**src/rtl/uart_pkg.sv**
```systemverilog
// Shared types and constants for the buffered UART transmitter.
package uart_pkg;

   localparam int UART_DATA_BITS = 8;

   typedef enum logic [2:0] {
      IDLE   = 3'd0,
      START  = 3'd1,
      DATA   = 3'd2,
      PARITY = 3'd3,
      STOP   = 3'd4
   } tx_state_t;

   // Even parity is the plain XOR reduction; odd parity flips it.
   function automatic logic frame_parity(input logic [UART_DATA_BITS-1:0] data,
                                         input logic odd);
      return (^data) ^ odd;
   endfunction

endpackage

```
**src/rtl/uart_tx_buffered_if.sv**
```systemverilog
// Byte push handshake between the register file (master) and the transmitter (slave).
interface uart_tx_buffered_if;
   import uart_pkg::*;

   logic [UART_DATA_BITS-1:0] tx_data_i;
   logic                      tx_valid_i;
   logic                      tx_ready_o;

   modport master (output tx_data_i, output tx_valid_i, input tx_ready_o);
   modport slave  (input tx_data_i, input tx_valid_i, output tx_ready_o);

endinterface

```
**src/rtl/uart_tx_fifo.sv**
```systemverilog
// Byte FIFO with show-ahead read data and a level counter one bit wider than the pointers.
module uart_tx_fifo
   import uart_pkg::*;
#(
   parameter int DEPTH = 16,
   localparam int AW = $clog2(DEPTH)
) (
   input  logic                      clk,
   input  logic                      rst_n,
   input  logic                      push,
   input  logic                      pop,
   input  logic [UART_DATA_BITS-1:0] wdata,
   output logic [UART_DATA_BITS-1:0] rdata,
   output logic [AW:0]               level,
   output logic                      full,
   output logic                      empty
);

   logic [UART_DATA_BITS-1:0] mem_r [DEPTH];
   logic [AW-1:0]             wr_ptr_r;
   logic [AW-1:0]             rd_ptr_r;
   logic [AW:0]               level_r;
   logic                      full_s;
   logic                      empty_s;
   logic                      push_ok_s;
   logic                      pop_ok_s;

   assign full_s    = (level_r == (AW+1)'(DEPTH));
   assign empty_s   = (level_r == {(AW+1){1'b0}});
   assign push_ok_s = push & ~full_s;
   assign pop_ok_s  = pop & ~empty_s;

   // Storage array; contents are don't-care once the pointers are reset.
   always_ff @(posedge clk) begin
      if (push_ok_s) begin
         mem_r[wr_ptr_r] <= wdata;
      end
   end

   // Pointer and level bookkeeping; pointers wrap naturally at the power-of-two depth.
   always_ff @(posedge clk or negedge rst_n) begin
      if (!rst_n) begin
         wr_ptr_r <= {AW{1'b0}};
         rd_ptr_r <= {AW{1'b0}};
         level_r  <= {(AW+1){1'b0}};
      end else begin
         if (push_ok_s) wr_ptr_r <= wr_ptr_r + AW'(1);
         if (pop_ok_s)  rd_ptr_r <= rd_ptr_r + AW'(1);
         case ({push_ok_s, pop_ok_s})
            2'b10:   level_r <= level_r + (AW+1)'(1);
            2'b01:   level_r <= level_r - (AW+1)'(1);
            default: level_r <= level_r;
         endcase
      end
   end

   assign rdata = mem_r[rd_ptr_r];
   assign level = level_r;
   assign full  = full_s;
   assign empty = empty_s;

endmodule

```
**src/rtl/uart_tx_buffered.sv**
```systemverilog
// Buffered UART transmitter: FIFO feeding an 8N1/8N2 serialiser with a programmable baud divisor.
// Optional parity bit (8E1/8O1) is enabled with `define UART_TX_PARITY_EN.
module uart_tx_buffered
   import uart_pkg::*;
#(
   parameter int FIFO_DEPTH = 16,
   parameter int DIV_WIDTH  = 16
) (
   input  logic                          clk,
   input  logic                          rst_n,
   input  logic                          cfg_en_i,
   input  logic [DIV_WIDTH-1:0]          cfg_div_i,
   input  logic                          cfg_stop2_i,
   input  logic                          cfg_parity_odd_i,
   uart_tx_buffered_if.slave             tx_if,
   output logic [$clog2(FIFO_DEPTH):0]   fifo_level_o,
   output logic                          busy_o,
   output logic                          tx_o
);

   tx_state_t                 state_r;
   logic [DIV_WIDTH-1:0]      div_r;
   logic [DIV_WIDTH-1:0]      baud_r;
   logic [UART_DATA_BITS-1:0] shift_r;
   logic [2:0]                bit_r;
   logic                      stop2_r;
   logic                      stop_cnt_r;
   logic                      tx_r;
   logic                      busy_r;
`ifdef UART_TX_PARITY_EN
   logic                      parity_r;
`else
   logic                      unused_parity_s;
   assign unused_parity_s = cfg_parity_odd_i;
`endif

   logic [UART_DATA_BITS-1:0] fifo_rdata_s;
   logic                      fifo_full_s;
   logic                      fifo_empty_s;
   logic                      pop_s;
   logic                      bit_end_s;
   logic                      last_stop_s;

   uart_tx_fifo #(.DEPTH(FIFO_DEPTH)) u_fifo (
      .clk   (clk),
      .rst_n (rst_n),
      .push  (tx_if.tx_valid_i),
      .pop   (pop_s),
      .wdata (tx_if.tx_data_i),
      .rdata (fifo_rdata_s),
      .level (fifo_level_o),
      .full  (fifo_full_s),
      .empty (fifo_empty_s)
   );

   assign bit_end_s   = (baud_r == {DIV_WIDTH{1'b0}});
   assign last_stop_s = ~stop2_r | stop_cnt_r;

   // Pop from IDLE, or straight out of the final stop bit so frames run back to back.
   always_comb begin
      pop_s = 1'b0;
      if (cfg_en_i && !fifo_empty_s) begin
         if (state_r == IDLE) begin
            pop_s = 1'b1;
         end else if (state_r == STOP && bit_end_s && last_stop_s) begin
            pop_s = 1'b1;
         end else begin
            pop_s = 1'b0;
         end
      end else begin
         pop_s = 1'b0;
      end
   end

   // Frame FSM; tx_r follows the state one cycle later so the line is glitch-free.
   always_ff @(posedge clk or negedge rst_n) begin
      if (!rst_n) begin
         state_r    <= IDLE;
         div_r      <= {DIV_WIDTH{1'b0}};
         baud_r     <= {DIV_WIDTH{1'b0}};
         shift_r    <= {UART_DATA_BITS{1'b0}};
         bit_r      <= 3'd0;
         stop2_r    <= 1'b0;
         stop_cnt_r <= 1'b0;
         tx_r       <= 1'b1;
         busy_r     <= 1'b0;
`ifdef UART_TX_PARITY_EN
         parity_r   <= 1'b0;
`endif
      end else begin
         busy_r <= (state_r != IDLE) || !fifo_empty_s;

         case (state_r)
            IDLE:    tx_r <= 1'b1;
            START:   tx_r <= 1'b0;
            DATA:    tx_r <= shift_r[0];
`ifdef UART_TX_PARITY_EN
            PARITY:  tx_r <= parity_r;
`else
            PARITY:  tx_r <= 1'b1;
`endif
            STOP:    tx_r <= 1'b1;
            default: tx_r <= 1'b1;
         endcase

         if (pop_s) begin
            shift_r    <= fifo_rdata_s;
            div_r      <= cfg_div_i;
            baud_r     <= cfg_div_i;
            stop2_r    <= cfg_stop2_i;
            stop_cnt_r <= 1'b0;
            bit_r      <= 3'd0;
`ifdef UART_TX_PARITY_EN
            parity_r   <= frame_parity(fifo_rdata_s, cfg_parity_odd_i);
`endif
            state_r    <= START;
         end else begin
            case (state_r)
               IDLE: begin
                  state_r <= IDLE;
               end
               START: begin
                  if (bit_end_s) begin
                     baud_r  <= div_r;
                     state_r <= DATA;
                  end else begin
                     baud_r  <= baud_r - DIV_WIDTH'(1);
                  end
               end
               DATA: begin
                  if (bit_end_s) begin
                     baud_r  <= div_r;
                     shift_r <= {1'b0, shift_r[UART_DATA_BITS-1:1]};
                     bit_r   <= bit_r + 3'd1;
                     if (bit_r == 3'(UART_DATA_BITS - 1)) begin
`ifdef UART_TX_PARITY_EN
                        state_r <= PARITY;
`else
                        state_r <= STOP;
`endif
                     end
                  end else begin
                     baud_r  <= baud_r - DIV_WIDTH'(1);
                  end
               end
               PARITY: begin
                  if (bit_end_s) begin
                     baud_r  <= div_r;
                     state_r <= STOP;
                  end else begin
                     baud_r  <= baud_r - DIV_WIDTH'(1);
                  end
               end
               STOP: begin
                  if (bit_end_s) begin
                     if (last_stop_s) begin
                        state_r <= IDLE;
                     end else begin
                        stop_cnt_r <= 1'b1;
                        baud_r     <= div_r;
                     end
                  end else begin
                     baud_r <= baud_r - DIV_WIDTH'(1);
                  end
               end
               default: state_r <= IDLE;
            endcase
         end
      end
   end

   assign tx_if.tx_ready_o = ~fifo_full_s;
   assign busy_o           = busy_r;
   assign tx_o             = tx_r;

endmodule
```
**src/flat_wrapper.sv**
```systemverilog
// flat-port wrapper written by rule: the top's interface ports become plain ports
module uart_tx_buffered_flat import uart_pkg::*;
#(
   parameter int FIFO_DEPTH = 16,
   parameter int DIV_WIDTH  = 16
)
  (clk, rst_n, cfg_en_i, cfg_div_i, cfg_stop2_i, cfg_parity_odd_i, fifo_level_o, busy_o, tx_o, tx_if_tx_data_i, tx_if_tx_valid_i, tx_if_tx_ready_o);
  uart_tx_buffered_if tx_if_i ();
  input  logic clk;
  input  logic rst_n;
  input  logic cfg_en_i;
  input  logic [DIV_WIDTH-1:0] cfg_div_i;
  input  logic cfg_stop2_i;
  input  logic cfg_parity_odd_i;
  output logic [$clog2(FIFO_DEPTH):0] fifo_level_o;
  output logic busy_o;
  output logic tx_o;
  input wire logic [$bits(tx_if_i.tx_data_i)-1:0] tx_if_tx_data_i;
  input wire logic [$bits(tx_if_i.tx_valid_i)-1:0] tx_if_tx_valid_i;
  output wire logic [$bits(tx_if_i.tx_ready_o)-1:0] tx_if_tx_ready_o;
  assign tx_if_i.tx_data_i = tx_if_tx_data_i;
  assign tx_if_i.tx_valid_i = tx_if_tx_valid_i;
  assign tx_if_tx_ready_o = tx_if_i.tx_ready_o;
  uart_tx_buffered #(.FIFO_DEPTH(FIFO_DEPTH), .DIV_WIDTH(DIV_WIDTH)) u_core (.clk(clk), .rst_n(rst_n), .cfg_en_i(cfg_en_i), .cfg_div_i(cfg_div_i), .cfg_stop2_i(cfg_stop2_i), .cfg_parity_odd_i(cfg_parity_odd_i), .tx_if(tx_if_i), .fifo_level_o(fifo_level_o), .busy_o(busy_o), .tx_o(tx_o));
endmodule
```
**config.mk**
```make
export PLATFORM = sky130hd
export DESIGN_NAME = uart_tx_buffered_flat
export DESIGN_NICKNAME = d
export VERILOG_FILES = /design/src/rtl/uart_pkg.sv /design/src/rtl/uart_tx_buffered_if.sv /design/src/rtl/uart_tx_fifo.sv /design/src/rtl/uart_tx_buffered.sv /design/src/flat_wrapper.sv
export SDC_FILE = /design/constraint.sdc
export NUM_CORES = 1
export LEC_CHECK = 0
export ABC_CLOCK_PERIOD_IN_PS = 7300
export BUFFER_PORTS_ARGS = -buffer_cell sky130_fd_sc_hd__buf_2
export CAP_MARGIN = 30
export CORE_MARGIN = 2
export CORE_UTILIZATION = 65
export CTS_CLUSTER_DIAMETER = 40
export DETAILED_ROUTE_END_ITERATION = 16
export GPL_ROUTABILITY_DRIVEN = 0
export PLACE_DENSITY = 0.83
export SLEW_MARGIN = 20
export SYNTH_ARGS = -nofsm -noshare
export SYNTH_HDL_FRONTEND = slang
export SYNTH_HIERARCHICAL = 1
export SYNTH_SLANG_ARGS = --single-unit
```
**constraint.sdc**
```tcl
create_clock -name clk -period 7.3 [get_ports clk]
set_input_delay 1.095 -clock clk [delete_from_list [all_inputs] [get_ports clk]]
set_output_delay 1.095 -clock clk [all_outputs]
set_load 0.02 [all_outputs]
```
[Word-level counts from Yosys, hierarchy flattened]
Memory sizes are Yosys's and may differ from the RTL's.
Index checks and enable logic that the tools add are counted.
Storage, ports and cells
  output and inout bits: 8
  memories: 1
  word-level logic and storage cells: 90
  RAM bits: 128
  register bits: 63
Cells by class
  equality and inequality tests: 16
  bitwise operators: 6
  muxes and demuxes: 30
  add/subtract/negate cells: 6
  reductions and logical operators: 19
Memories
  u_core.u_fifo.mem_r: words 16, width 8, rd ports 1, clocked after memory_dff 0, wr ports 1, RTL line uart_tx_fifo.sv:19  | logic [UART_DATA_BITS-1:0] mem_r [DEPTH];
Operator list (count)
  two-way mux 16 bit: 4
  one-hot mux 16 bit (2 select lines): 1
  two-way mux 3 bit: 10
  two-way mux 8 bit: 3
  inequality test 3 x 2 -> 1 bit, second input constant: 6
  zero test 16 bit: 1
  subtractor 16 x 1 -> 16 bit, second input constant: 1
  one-hot mux 3 bit (4 select lines): 1
  one-hot mux 5 bit (2 select lines): 1
  two-way mux 1 bit: 9
  adder 4 x 1 -> 4 bit, second input constant: 2
  nonzero test 2 bit: 4
  == test 3 x 2 -> 1 bit, second input constant: 2
  == test 3 bit, second input constant: 2
  AND reduction 6 bit: 1
  nonzero test 3 bit: 2
  adder 5 x 1 -> 5 bit, second input constant: 1
  == test 5 bit, second input constant: 1
  zero test 5 bit: 1
  subtractor 5 x 1 -> 5 bit, second input constant: 1
  inequality test 4 bit, second input constant: 1
  AND reduction 2 bit: 2
  adder 3 x 1 -> 3 bit, second input constant: 1
  == test 3 x 1 -> 1 bit, second input constant: 1
  13 further kinds: 18

[Logic depth before layout (Yosys ltp)]
Gate-level depths: netlist (run 1).
  depth after elaboration: 9
  depth in mapped cells: 18
  gate-level depth less buffers: 15

[Cells and area by module]
Netlist (run 1), hierarchy kept.
Modules (own cells, without submodules)
  uart_tx_fifo: seq. area each 4169.0 µm², area each 5779.3 µm², times used 1, cells an instance 332
  uart_tx_buffered: seq. area each 1252.5 µm², area each 2617.5 µm², times used 1, cells an instance 297

[Worst setup path before layout (run 1)]
OpenSTA, ideal clock, no wires.
  path type: input port to flip-flop
  start point: input port cfg_en_i
  end point: register u_core.u_fifo.level_r[4], in the netlist u_core/u_fifo/level[4]
  cell stages on the path: 16
  data arrival time: 4064 ps
  path buffers: 3
  setup time: 130 ps
  setup slack: 3106 ps
  cell sequence: or4b_1 -> nor3_1 -> a21oi_2 -> inv_2 -> buf_4 -> buf_4 -> nor2b_1 -> buf_2 -> ha_1 -> inv_1 -> fa_1 -> nor2b_1 -> o21ai_0 -> nand3_1 -> or3b_1 -> xnor2_1
Between the ends
  longest elaborated chain between the ends: 5
RTL lines
  start: declaration: RTL line flat_wrapper.sv:11  | input logic cfg_en_i;
  logical AND 1 bit *: RTL line uart_tx_buffered.sv:62  | if (cfg_en_i && !fifo_empty_s) begin
  two-way mux 1 bit *: RTL line uart_tx_buffered.sv:62
  via u_core.pop_s: RTL line uart_tx_buffered.sv:40  | logic pop_s;
  bitwise AND 1 bit *: RTL line uart_tx_fifo.sv:31  | assign pop_ok_s = pop & ~empty_s;
  via u_core.u_fifo.pop_ok_s: RTL line uart_tx_fifo.sv:26  | logic pop_ok_s;
  == test 2 x 1 -> 1 bit or == test 2 bit (tied branches): RTL line uart_tx_fifo.sv:49  | case ({push_ok_s, pop_ok_s})
  one-hot mux 5 bit (2 select lines) or nonzero test 2 bit (tied branches)
  end signal: assignment: RTL line uart_tx_fifo.sv:50  | 2'b10: level_r <= level_r + (AW+1)'(1);
  end signal: assignment: RTL line uart_tx_fifo.sv:51  | 2'b01: level_r <= level_r - (AW+1)'(1);
  end signal: assignment: RTL line uart_tx_fifo.sv:52  | default: level_r <= level_r;
  end: declaration: RTL line uart_tx_fifo.sv:22  | logic [AW:0] level_r;
Mark *: on every way through the listed nets, which the timed path passes. The rest lies on a longest branch.
A chain may end at the register's enable or synchronous reset.

[Worst setup path in the final report (run 1)]
  start point: register u_core.baud_r[0]
  end point: register u_core.u_fifo.level_r[4], in the netlist u_core/u_fifo/level[4]
Between the ends
  longest elaborated chain between the ends: 9
RTL lines
  start: declaration: RTL line uart_tx_buffered.sv:23  | logic [DIV_WIDTH-1:0] baud_r;
  start signal: assignment: RTL line uart_tx_buffered.sv:80  | baud_r <= {DIV_WIDTH{1'b0}};
  start signal: assignment: RTL line uart_tx_buffered.sv:109  | baud_r <= cfg_div_i;
  start signal: assignment: RTL line uart_tx_buffered.sv:124  | baud_r <= div_r;
  zero test 16 bit *: RTL line uart_tx_buffered.sv:56  | assign bit_end_s = (baud_r == {DIV_WIDTH{1'b0}});
  logical AND 1 bit * (2 in series): RTL line uart_tx_buffered.sv:65  | end else if (state_r == STOP && bit_end_s && last_stop_s) begin
  two-way mux 1 bit *: RTL line uart_tx_buffered.sv:65
  two-way mux 1 bit *: RTL line uart_tx_buffered.sv:63  | if (state_r == IDLE) begin
  two-way mux 1 bit *: RTL line uart_tx_buffered.sv:62
  bitwise AND 1 bit *: RTL line uart_tx_fifo.sv:31
  == test 2 x 1 -> 1 bit or == test 2 bit (tied branches): RTL line uart_tx_fifo.sv:49
  one-hot mux 5 bit (2 select lines) or nonzero test 2 bit (tied branches)
Mark *: on every way between the ends. The rest lies on a longest branch, timed or not.

==> flow_summary.json, run 1 <==
{
  "max_freq_mhz": 211,
  "power_frac_clock": 0.290,
  "syn_avg_cell_area_um2": 13.3,
  "gr-total-overflow": 0,
  "htree_levels": 4,
  "syn_to_final_growth_pct": 10.1,
  "layout-drive-gt1-share": 0.173,
  "drv_slew": 0,
  "tritoncts": "built",
  "p_int_mw": 2.17,
  "timing.slew.headroom": 0.319,
  "coreArea_um2": 12600,
  "async_reset_ff_frac": 0.330,
  "portBuffers": 36,
  "initial_utilization": 0.665,
  "rsz0062_at_grt": "false",
  "post-dp-hpwl_mm": 10.9,
  "worstSetupPathType": "reg -> reg",
  "cts_buffers": 17,
  "syn_area_um2": 8400,
  "die_w_um": 118,
  "start_kind": "flop",
  "synth_top_area_frac": 0.458,
  "die_h_um": 118,
  "via_per_inst": 6.41,
  "synth-simple-area-share": 0.113,
  "dr.pass1.iters": 7,
  "wl_per_cell_um": 20.5,
  "grt_pass1_wl_mm": 27.6,
  "crit_fanout": 31,
  "vdd_drop_max_uv": 390,
  "ant_nets": 0,
  "synth_flop_cell": "edfxtp_1",
  "grt_pass1_vias": 5246,
  "total_power_mw": 3.17,
  "antenna_found_initial": 0,
  "seqPwrFrac": 0.470,
  "core.rowCount": 41,
  "cap_viol_max_count": 0,
  "cp-end-kind": "flop",
  "cts_setup_buffers": 0,
  "die_area_um2": 13800,
  "synth_xor_area_frac": 0.0167,
  "ctsResizeCount": 0,
  "synthCells": 629,
  "worstMarginPinSlew_ns": 1.02,
  "vias": 5414,
  "io_pins": 38,
  "combPwrFrac": 0.241,
  "synth_top_family_by_area": "simple AND/OR/NAND/NOR gates",
  "yosys.area.top_type": "edfxtp_1",
  "p_per_area_nw_per_um2": 343,
  "synth_edf_count": 128,
  "p_leak_nw": 3.57,
  "ys_warn_count": 6,
  "nNetsFinal": 702,
  "switching_power_mw": 1.00,
  "fillers": 802,
  "finalWirelength_mm": 17.3,
  "grt_start_max_net_pins": 64,
  "antennaDiodeCount": 0,
  "cts.sinks": 191,
  "swShare": 0.317,
  "ctsHoldBuffers": 0,
  "synth_commonest_cells": "128 x edfxtp_1, 100 x nand2_1, 62 x dfrtp_1",
  "setup_slack_ns": 2.55,
  "tns_ns": 0,
  "synth_fa_ha_area_frac": 0.0203,
  "crit_arrival_ns": 5.07,
  "fin_crit_ns": 4.75,
  "seq_area_frac_synth": 0.646,
  "grtUsageTotal": 0.259,
  "synth_nets": 672,
  "synthMuxAreaShare": 0.0852,
  "synth_area_leaders": "edfxtp_1 46%, dfrtp_1 18%, nand2_1 4.5%, mux4_2 4.3%, mux2i_1 3.0%",
  "ys_seq_elements": 191,
  "synth_compound_area_frac": 0.0872,
  "clockRootBuffer": "clkbuf_16",
  "final-hold-violation-count": 0,
  "reg2reg_slack_ns": 2.55,
  "clockBufferDepth": 2,
  "skew_ns": 0.0115,
  "yosysMostFrequentCell": "edfxtp_1",
  "status": "finished clean",
  "setup_viol": 0,
  "cts.clk_slew.worst_paths_ns": 0.07,
  "finalHoldWorstSlack_ns": 0.480,
  "min_path_type": "reg -> reg",
  "ys_types": 67,
  "route.detailed.drc": 0,
  "clock_latency_ns": 0.44,
  "worstPathRequired_ns": 7.62,
  "place_ws_ns": 2.38,
  "timing.final.crit_share": 0.650,
  "drt_iter0_markers": 685
}
critical path, cell delays in order, from the launching register on:
cell and delay (ns):
dfrtp_1 0.46, inv_1 0.12, ha_1 0.32, or4b_1 0.59
nor3_1 0.33, a21oi_4 0.10, inv_2 0.45, nor2b_1 0.58
ha_1 0.35, inv_1 0.11, fa_1 0.41, nor2b_1 0.11
o21ai_0 0.10, nand3_1 0.09, or3b_1 0.37, xnor2_1 0.14
path summary, 6_finish.rpt:
check / startpoint / to / cells after the start
worst max-delay path: u_core/baud_r[0] / u_core/u_fifo/level[4] / 15
min in group asynchronous: rst_n / u_core/div_r[5] / 2
max in group asynchronous: rst_n / u_core/u_fifo/rd_ptr_r[0] / 2
worst min-delay path: u_core/div_r[6] / u_core/div_r[6] / 2
worst max register to register: u_core/baud_r[0] / u_core/u_fifo/level[4] / 15
worst min register to register: u_core/div_r[6] / u_core/div_r[6] / 2
power groups by stage:
| stage | Combinational, mW | Sequential [mW] | Clock [mW] |
|---|---|---|---|
| 2_1_floorplan | 0.625 | 1.45 | 0 |
| 3_3_place_gp | 0.711 | 1.49 | 0 |
| 3_5_place_dp | 0.747 | 1.50 | 0 |
| 4_1_cts | 0.761 | 1.48 | 0.925 |
| 5_1_grt | 0.830 | 1.50 | 0.969 |
| 6_report | 0.762 | 1.49 | 0.918 |
layer usage:
layer	track usage	wire length, um	part of all wire
met1	0.359	7000	0.41
met2	0.414	8640	0.50
met3	0.0514	1260	0.073
met4	0.0956	382	0.022
met5	0	0	0
registers in the layout, summed over array words and instances, names as in the netlist:
name and count:
u_core/busy_o 1, u_core/stop2_r 1, u_core/div_r 16, u_core/u_fifo/rd_ptr_r 4, u_core/baud_r 16, u_core/stop_cnt_r 1, u_core/u_fifo/mem_r 128, u_core/tx_o 1
u_core/u_fifo/wr_ptr_r 4, u_core/shift_r 8, u_core/u_fifo/level 5, u_core/bit_r 3, u_core/state_r 3
metrics by stage:
stage / utilization / instances / instance area, um2
after global placement: 0.683 / 807 / 8620
after floorplan: - / 629 / 8400
final: 0.733 / 844 / 9250
after detailed placement: 0.686 / 812 / 8650
after CTS: 0.733 / 844 / 9250
after global routing: 0.733 / 844 / 9250
cells in the final DEF, fill, tap and decap left out, types with 17 or more instances in the layout:
| cell type | n |
|---|---|
| edfxtp_1 | 128 |
| o21ai_0 | 29 |
| nor2_1 | 42 |
| clkbuf_16 | 19 |
| dfrtp_1 | 61 |
| buf_2 | 40 |
| mux2i_1 | 25 |
| a31oi_1 | 17 |
| nand2_1 | 100 |
final cells by class:
class	count	area, um2	area share
Tap cell	172	215	0.0233
Clock inverter	13	119	0.0129
Inverter	15	56.3	0.00609
Clock buffer	19	475	0.0514
Multi-Input combinational cell	389	2720	0.294
Sequential cell	191	5420	0.586
Timing Repair Buffer	45	241	0.0261
logic make-up (layout without fill, tap and decap cells):
family,count (synthesis),count (layout)
and+or+nand+nor,200,200
DFF,191,191
AOI/OAI and AO/OA,110,110
muxes,50,50
buffers and inverters,49,92
xor gates and xnor gates,16,16
adders and majority gates,13,13
Note: power is estimated with default switching activity, not from simulation.
==> inputs of run 2 (changes only) <==
--- a/config.mk
+++ b/config.mk
@@ -5,15 +5,16 @@
 export SDC_FILE = /design/constraint.sdc
 export NUM_CORES = 1
 export LEC_CHECK = 0
-export ABC_CLOCK_PERIOD_IN_PS = 7300
+export ABC_AREA = 1
+export ABC_CLOCK_PERIOD_IN_PS = 4700
 export BUFFER_PORTS_ARGS = -buffer_cell sky130_fd_sc_hd__buf_2
 export CAP_MARGIN = 30
 export CORE_MARGIN = 2
-export CORE_UTILIZATION = 65
+export CORE_UTILIZATION = 62
 export CTS_CLUSTER_DIAMETER = 40
 export DETAILED_ROUTE_END_ITERATION = 16
 export GPL_ROUTABILITY_DRIVEN = 0
-export PLACE_DENSITY = 0.83
+export PLACE_DENSITY = 0.79
 export SLEW_MARGIN = 20
 export SYNTH_ARGS = -nofsm -noshare
 export SYNTH_HDL_FRONTEND = slang
==> constraint.sdc (replaced) <==
create_clock -name clk -period 4.7 [get_ports clk]
set_input_delay 0.705 -clock clk [delete_from_list [all_inputs] [get_ports clk]]
set_output_delay 0.705 -clock clk [all_outputs]
set_load 0.02 [all_outputs]
==> flow_summary.json, run 2 <==
{
  "fin_crit_ns": 3.78,
  "seq_area_frac_synth": 0.593,
  "cts_setup_buffers": 0,
  "yosys.area.top_type": "edfxtp_1",
  "syn_to_final_growth_pct": 8.68,
  "worstPathRequired_ns": 5.02,
  "async_reset_ff_frac": 0.330,
  "slowest_delay_ns": 0.46,
  "die_h_um": 125,
  "worstSetupPathType": "reg -> reg",
  "ant_nets": 0,
  "htree_levels": 4,
  "crit_fanout": 57,
  "antenna_found_initial": 0,
  "drv_slew": 0,
  "r2r-start": "u_core/baud_r[0]",
  "timing.slew.headroom": 0.388,
  "status": "finished clean",
  "path_buf_inv": 5,
  "ctsHoldBuffers": 0,
  "min_path_type": "in -> async",
  "vias": 6774,
  "crit_arrival_ns": 4.11,
  "largest_register_ffs": 128,
  "antennaDiodeCount": 0,
  "finalHoldWorstSlack_ns": 0.172,
  "ys_seq_elements": 191,
  "wl_per_cell_um": 15.6,
  "rsz0062_at_grt": "false",
  "grt_pass1_wl_mm": 31.3,
  "skew_ns": 0.0109,
  "coreArea_um2": 14500,
  "gr-total-overflow": 0,
  "yosysMostFrequentCell": "nand2_1",
  "initial_utilization": 0.631,
  "cts.clk_slew.worst_paths_ns": 0.08,
  "reg2reg_slack_ns": 0.92,
  "r2r_cells": 21,
  "largest_registers": "u_core/u_fifo/mem_r x128, u_core/baud_r x16, u_core/div_r x16",
  "layout-drive-gt1-share": 0.0907,
  "via_per_inst": 5.40,
  "timing.final.crit_share": 0.805,
  "final_cell_mix": "423 x nand2_1, 128 x edfxtp_1, 103 x inv_1",
  "critPathSlowestCell": "inv_2",
  "p_per_area_nw_per_um2": 384,
  "synthCells": 1034,
  "syn_area_um2": 9140,
  "p_leak_nw": 4.71,
  "cts_buffers": 17,
  "portBuffers": 36,
  "cap_viol_max_count": 0,
  "dr.pass1.iters": 5,
  "syn_avg_cell_area_um2": 8.84,
  "synth_area_leaders": "edfxtp_1 42%, nand2_1 17%, dfrtp_1 17%, nand3_1 4.5%, inv_1 4.2%",
  "die_w_um": 125,
  "setup_viol": 0,
  "cts.sinks": 191,
  "grt_pass1_vias": 6261,
  "start_kind": "flop",
  "finalWirelength_mm": 19.5,
  "io_pins": 38,
  "route.detailed.drc": 0,
  "synth_top_area_frac": 0.421,
  "ctsResizeCount": 0,
  "final_common_cell": "nand2_1",
  "clock_latency_ns": 0.43,
  "worstMarginPinSlew_ns": 0.919,
  "clockBufferDepth": 2,
  "crit_family": "simple AND/OR/NAND/NOR gates",
  "cp-end-kind": "flop",
  "total_power_mw": 3.82,
  "synth_nets": 1077,
  "drt_iter0_markers": 769,
  "grtUsageTotal": 0.257,
  "synth_edf_count": 128,
  "ys_types": 36,
  "final-hold-violation-count": 0,
  "tritoncts": "built",
  "crit_chain": "inv_1, ha_1, nand2_1, nor2_4, nand3_4, nand2_4, nand2_4, inv_2, nand2_1, inv_1, ha_1, inv_1, fa_1, inv_1, nand2_1, nand2_1, nand2_1, nand2_1, nand2_1, nand2_1, nand2_1",
  "nNetsFinal": 1100,
  "vdd_drop_max_uv": 409,
  "post-dp-hpwl_mm": 12.0,
  "tns_ns": 0,
  "synth_flop_cell": "edfxtp_1",
  "path_common_cell": "nand2_1",
  "r2r-end": "u_core/u_fifo/level[4]",
  "ys_warn_count": 6,
  "grt_start_max_net_pins": 82,
  "synth_commonest_cells": "423 x nand2_1, 128 x edfxtp_1, 103 x inv_1",
  "top_register": "u_core/u_fifo/mem_r",
  "core.rowCount": 44,
  "max_freq_mhz": 264,
  "clockRootBuffer": "clkbuf_16",
  "die_area_um2": 15700
}
## run 2: cell types whose count changed in the layout (fill, tap and decap cells not counted), moves of 10 or more
cell     delta
a22oi_1    -10
inv_1      +87
mux4_2     -16
mux2i_1    -25
a31oi_1    -12
nor2_1     +59
a21oi_1    -12
nand3_1    +79
nand2_1   +323
o21ai_0    -10
## run 2: cell families after synthesis
group                    share of synthesized area
flip-flops                                   0.593
adder cells (fa/ha/maj)                     0.0186
XOR/XNOR                                    0.0105
buffers and inverters                       0.0682
AO/OA/AOI/OAI                               0.0268
AND/OR/NAND/NOR                              0.283
## run 2: where the power goes
part | internal, mW | switching, mW | leakage [nW] | total [mW]
clock network | 0.707 | 0.678 | 0.279 | 1.38
registers | 1.94 | 0.0650 | 1.92 | 2.00
logic | 0.122 | 0.305 | 2.51 | 0.427
## run 2: through the flow
stage | instance area, um2 | setup slack (ns) | utilization | std cells
2_1_floorplan | 9140 | 1.87 | - | 1034
3_3_place_gp | 9360 | 1.06 | 0.646 | 1222
3_5_place_dp | 9360 | 0.946 | 0.646 | 1222
4_1_cts | 9930 | 0.909 | 0.686 | 1254
5_1_grt | 9930 | 0.463 | 0.686 | 1254
6_report | 9930 | 0.917 | 0.686 | 1254
## run 2: worst max path at each step
stage	slack [ns]	endpoint	cells past startpoint	from
after floorplan	1.87	u_core/u_fifo/level[4]	22	u_core/baud_r[0]
after global placement	1.06	u_core/u_fifo/level[4]	21	u_core/baud_r[0]
after detailed placement	0.95	u_core/u_fifo/level[4]	21	u_core/baud_r[0]
after CTS	0.91	u_core/u_fifo/level[4]	21	u_core/baud_r[0]
after global routing	0.46	u_core/u_fifo/level[4]	21	u_core/baud_r[0]
final	0.92	u_core/u_fifo/level[4]	21	u_core/baud_r[0]
## run 2: final cells by class
cell class	count	area [um2]
clock buffers	17	425
repair buffers	39	203
multi-input cells	699	3100
well taps	184	230
flip-flops and latches	191	5420
inverters	109	409
fillers	1094	4550
clock inverters	15	148
## run 2: worst reg2reg max path: stages, from the launching register on
cell and delay [ns]:
dfrtp_1 0.39, inv_1 0.08, ha_1 0.23, nand2_1 0.17, nor2_4 0.21, nand3_4 0.11, nand2_4 0.09, nand2_4 0.33
inv_2 0.46, nand2_1 0.24, inv_1 0.16, ha_1 0.27, inv_1 0.11, fa_1 0.42, inv_1 0.07, nand2_1 0.05
nand2_1 0.07, nand2_1 0.05, nand2_1 0.05, nand2_1 0.04, nand2_1 0.05, nand2_1 0.04
## run 2: metal layers
metal / global-route usage / share of wire
met1: 0.373 / 0.44
met3: 0.0509 / 0.067
met2: 0.395 / 0.47
met5: 0 / 0
met4: 0.0850 / 0.023
==> inputs of run 3 (changes only) <==
--- a/config.mk
+++ b/config.mk
@@ -5,16 +5,16 @@
 export SDC_FILE = /design/constraint.sdc
 export NUM_CORES = 1
 export LEC_CHECK = 0
-export ABC_AREA = 1
-export ABC_CLOCK_PERIOD_IN_PS = 4700
+export ABC_AREA = 0
+export ABC_CLOCK_PERIOD_IN_PS = 3200
 export BUFFER_PORTS_ARGS = -buffer_cell sky130_fd_sc_hd__buf_2
 export CAP_MARGIN = 30
 export CORE_MARGIN = 2
-export CORE_UTILIZATION = 62
+export CORE_UTILIZATION = 55
 export CTS_CLUSTER_DIAMETER = 40
 export DETAILED_ROUTE_END_ITERATION = 16
 export GPL_ROUTABILITY_DRIVEN = 0
-export PLACE_DENSITY = 0.79
+export PLACE_DENSITY = 0.74
 export SLEW_MARGIN = 20
 export SYNTH_ARGS = -nofsm -noshare
 export SYNTH_HDL_FRONTEND = slang
==> constraint.sdc (replaced) <==
create_clock -name clk -period 3.2 [get_ports clk]
set_input_delay 0.48 -clock clk [delete_from_list [all_inputs] [get_ports clk]]
set_output_delay 0.48 -clock clk [all_outputs]
set_load 0.02 [all_outputs]
==> flow_summary.json, run 3 (synthesized netlist as in run 1, its figures left out) <==
{
  "max_freq_mhz": 327,
  "cts.sinks": 191,
  "crit_arrival_ns": 3.37,
  "vdd_drop_max_uv": 467,
  "coreArea_um2": 15000,
  "critPathSlowestCell": "or4b_4",
  "via_per_inst": 6.00,
  "nNetsFinal": 731,
  "clockBufferDepth": 2,
  "dr.pass1.iters": 5,
  "grt_pass1_vias": 5277,
  "tritoncts": "built",
  "crit_family": "simple AND/OR/NAND/NOR gates",
  "cts.clk_slew.worst_paths_ns": 0.07,
  "path_buf_inv": 3,
  "worstMarginPinSlew_ns": 0.911,
  "grt_pass1_wl_mm": 27.5,
  "timing.slew.headroom": 0.391,
  "crit_fanout": 3,
  "die_w_um": 128,
  "top_register": "u_core/u_fifo/mem_r",
  "total_power_mw": 7.48,
  "gr-total-overflow": 0,
  "die_area_um2": 16300,
  "final-hold-violation-count": 0,
  "grt_start_max_net_pins": 64,
  "worstSetupPathType": "reg -> reg",
  "grtUsageTotal": 0.222,
  "final_cell_mix": "128 x edfxtp_1, 100 x nand2_1, 56 x dfrtp_1",
  "r2r-start": "u_core/baud_r[1]",
  "post-dp-hpwl_mm": 11.4,
  "timing.final.crit_share": 0.955,
  "antennaDiodeCount": 0,
  "status": "finished clean",
  "r2r-end": "u_core/u_fifo/level[4]",
  "p_leak_nw": 3.71,
  "r2r_cells": 15,
  "portBuffers": 36,
  "htree_levels": 4,
  "syn_to_final_growth_pct": 14.0,
  "cap_viol_max_count": 0,
  "place_ws_ns": -0.0436,
  "die_h_um": 128,
  "vias": 5333,
  "fin_crit_ns": 3.06,
  "drv_slew": 0,
  "io_pins": 38,
  "crit_chain": "inv_2, ha_4, or4b_4, nor3_4, a21oi_4, inv_2, nor2b_4, ha_4, inv_2, fa_2, nor2b_1, o21ai_1, nand3_1, or3b_1, xnor2_1",
  "cp-end-kind": "flop",
  "reg2reg_slack_ns": 0.14,
  "ctsHoldBuffers": 0,
  "cts_buffers": 17,
  "layout-drive-gt1-share": 0.231,
  "setup_slack_ns": 0.144,
  "core.rowCount": 45,
  "finalHoldWorstSlack_ns": 0.223,
  "path_common_cell": "inv_2",
  "finalWirelength_mm": 17.1,
  "utilization": 0.637,
  "worstPathRequired_ns": 3.52,
  "rsz0062_at_grt": "true",
  "wl_per_cell_um": 19.3,
  "setup_viol": 0,
  "largest_register_ffs": 128,
  "antenna_found_initial": 0,
  "p_per_area_nw_per_um2": 781,
  "drt_iter0_markers": 556,
  "clock_latency_ns": 0.44,
  "min_path_type": "in -> async",
  "slowest_delay_ns": 0.48,
  "initial_utilization": 0.559,
  "clockRootBuffer": "clkbuf_16",
  "route.detailed.drc": 0,
  "ant_nets": 0,
  "start_kind": "flop",
  "largest_registers": "u_core/u_fifo/mem_r x128, u_core/baud_r x16, u_core/div_r x16",
  "final_common_cell": "edfxtp_1",
  "skew_ns": 0.0130
}
## run 3: worst max-delay path by stage
| stage | from | to | depth (start not counted) |
|---|---|---|---|
| finish | u_core/baud_r[1] | u_core/u_fifo/level[4] | 15 |
| global route | u_core/baud_r[1] | u_core/u_fifo/level[4] | 15 |
| CTS | u_core/baud_r[1] | u_core/u_fifo/level[4] | 15 |
| detailed placement | u_core/baud_r[1] | u_core/u_fifo/level[4] | 15 |
| global placement | u_core/baud_r[1] | u_core/u_fifo/level[4] | 15 |
| floorplan | u_core/baud_r[0] | u_core/u_fifo/level[4] | 18 |
## run 3: area by class of cell
cell class                      count  area [um2]
Sequential cell                   191        5430
Clock buffer                       17         425
Timing Repair Buffer               74         478
Clock inverter                     15         181
Inverter                           15        56.3
Tap cell                          188         235
Fill cell                        1064        5460
Multi-Input combinational cell    389        2770
## run 3: what timing repair did
action                     4_1_cts  5_1_grt
setup endpoints to repair        1        1
hold endpoints to repair         0        0
gates cloned                     0        0
gates resized for setup          1        3
setup buffers                    0        0
## run 3: metal layers
layer	share of wire	GRT usage	wire (um)	vias to the layer above
met5	0	0	0	-
met4	0.018	0.0776	315	0
met3	0.060	0.0549	1020	28
met2	0.49	0.356	8470	188
met1	0.43	0.301	7310	2672
li1	-	-	-	2445
## run 3: power breakdown
group,leakage (nW),switching [mW],internal [mW],total [mW]
combinational,1.49,1.08,0.960,2.04
sequential,1.92,0.267,3.04,3.31
clock,0.299,1.00,1.13,2.13
total,3.71,2.35,5.13,7.48
## run 3: per-stage QoR
stage               cells  area [um2]  TNS (ns)
floorplan             629        8450    -0.273
global placement      857        8950         0
detailed placement    857        8950   -0.0436
CTS                   889        9560         0
global route          889        9580   -0.0340
finish                889        9580         0
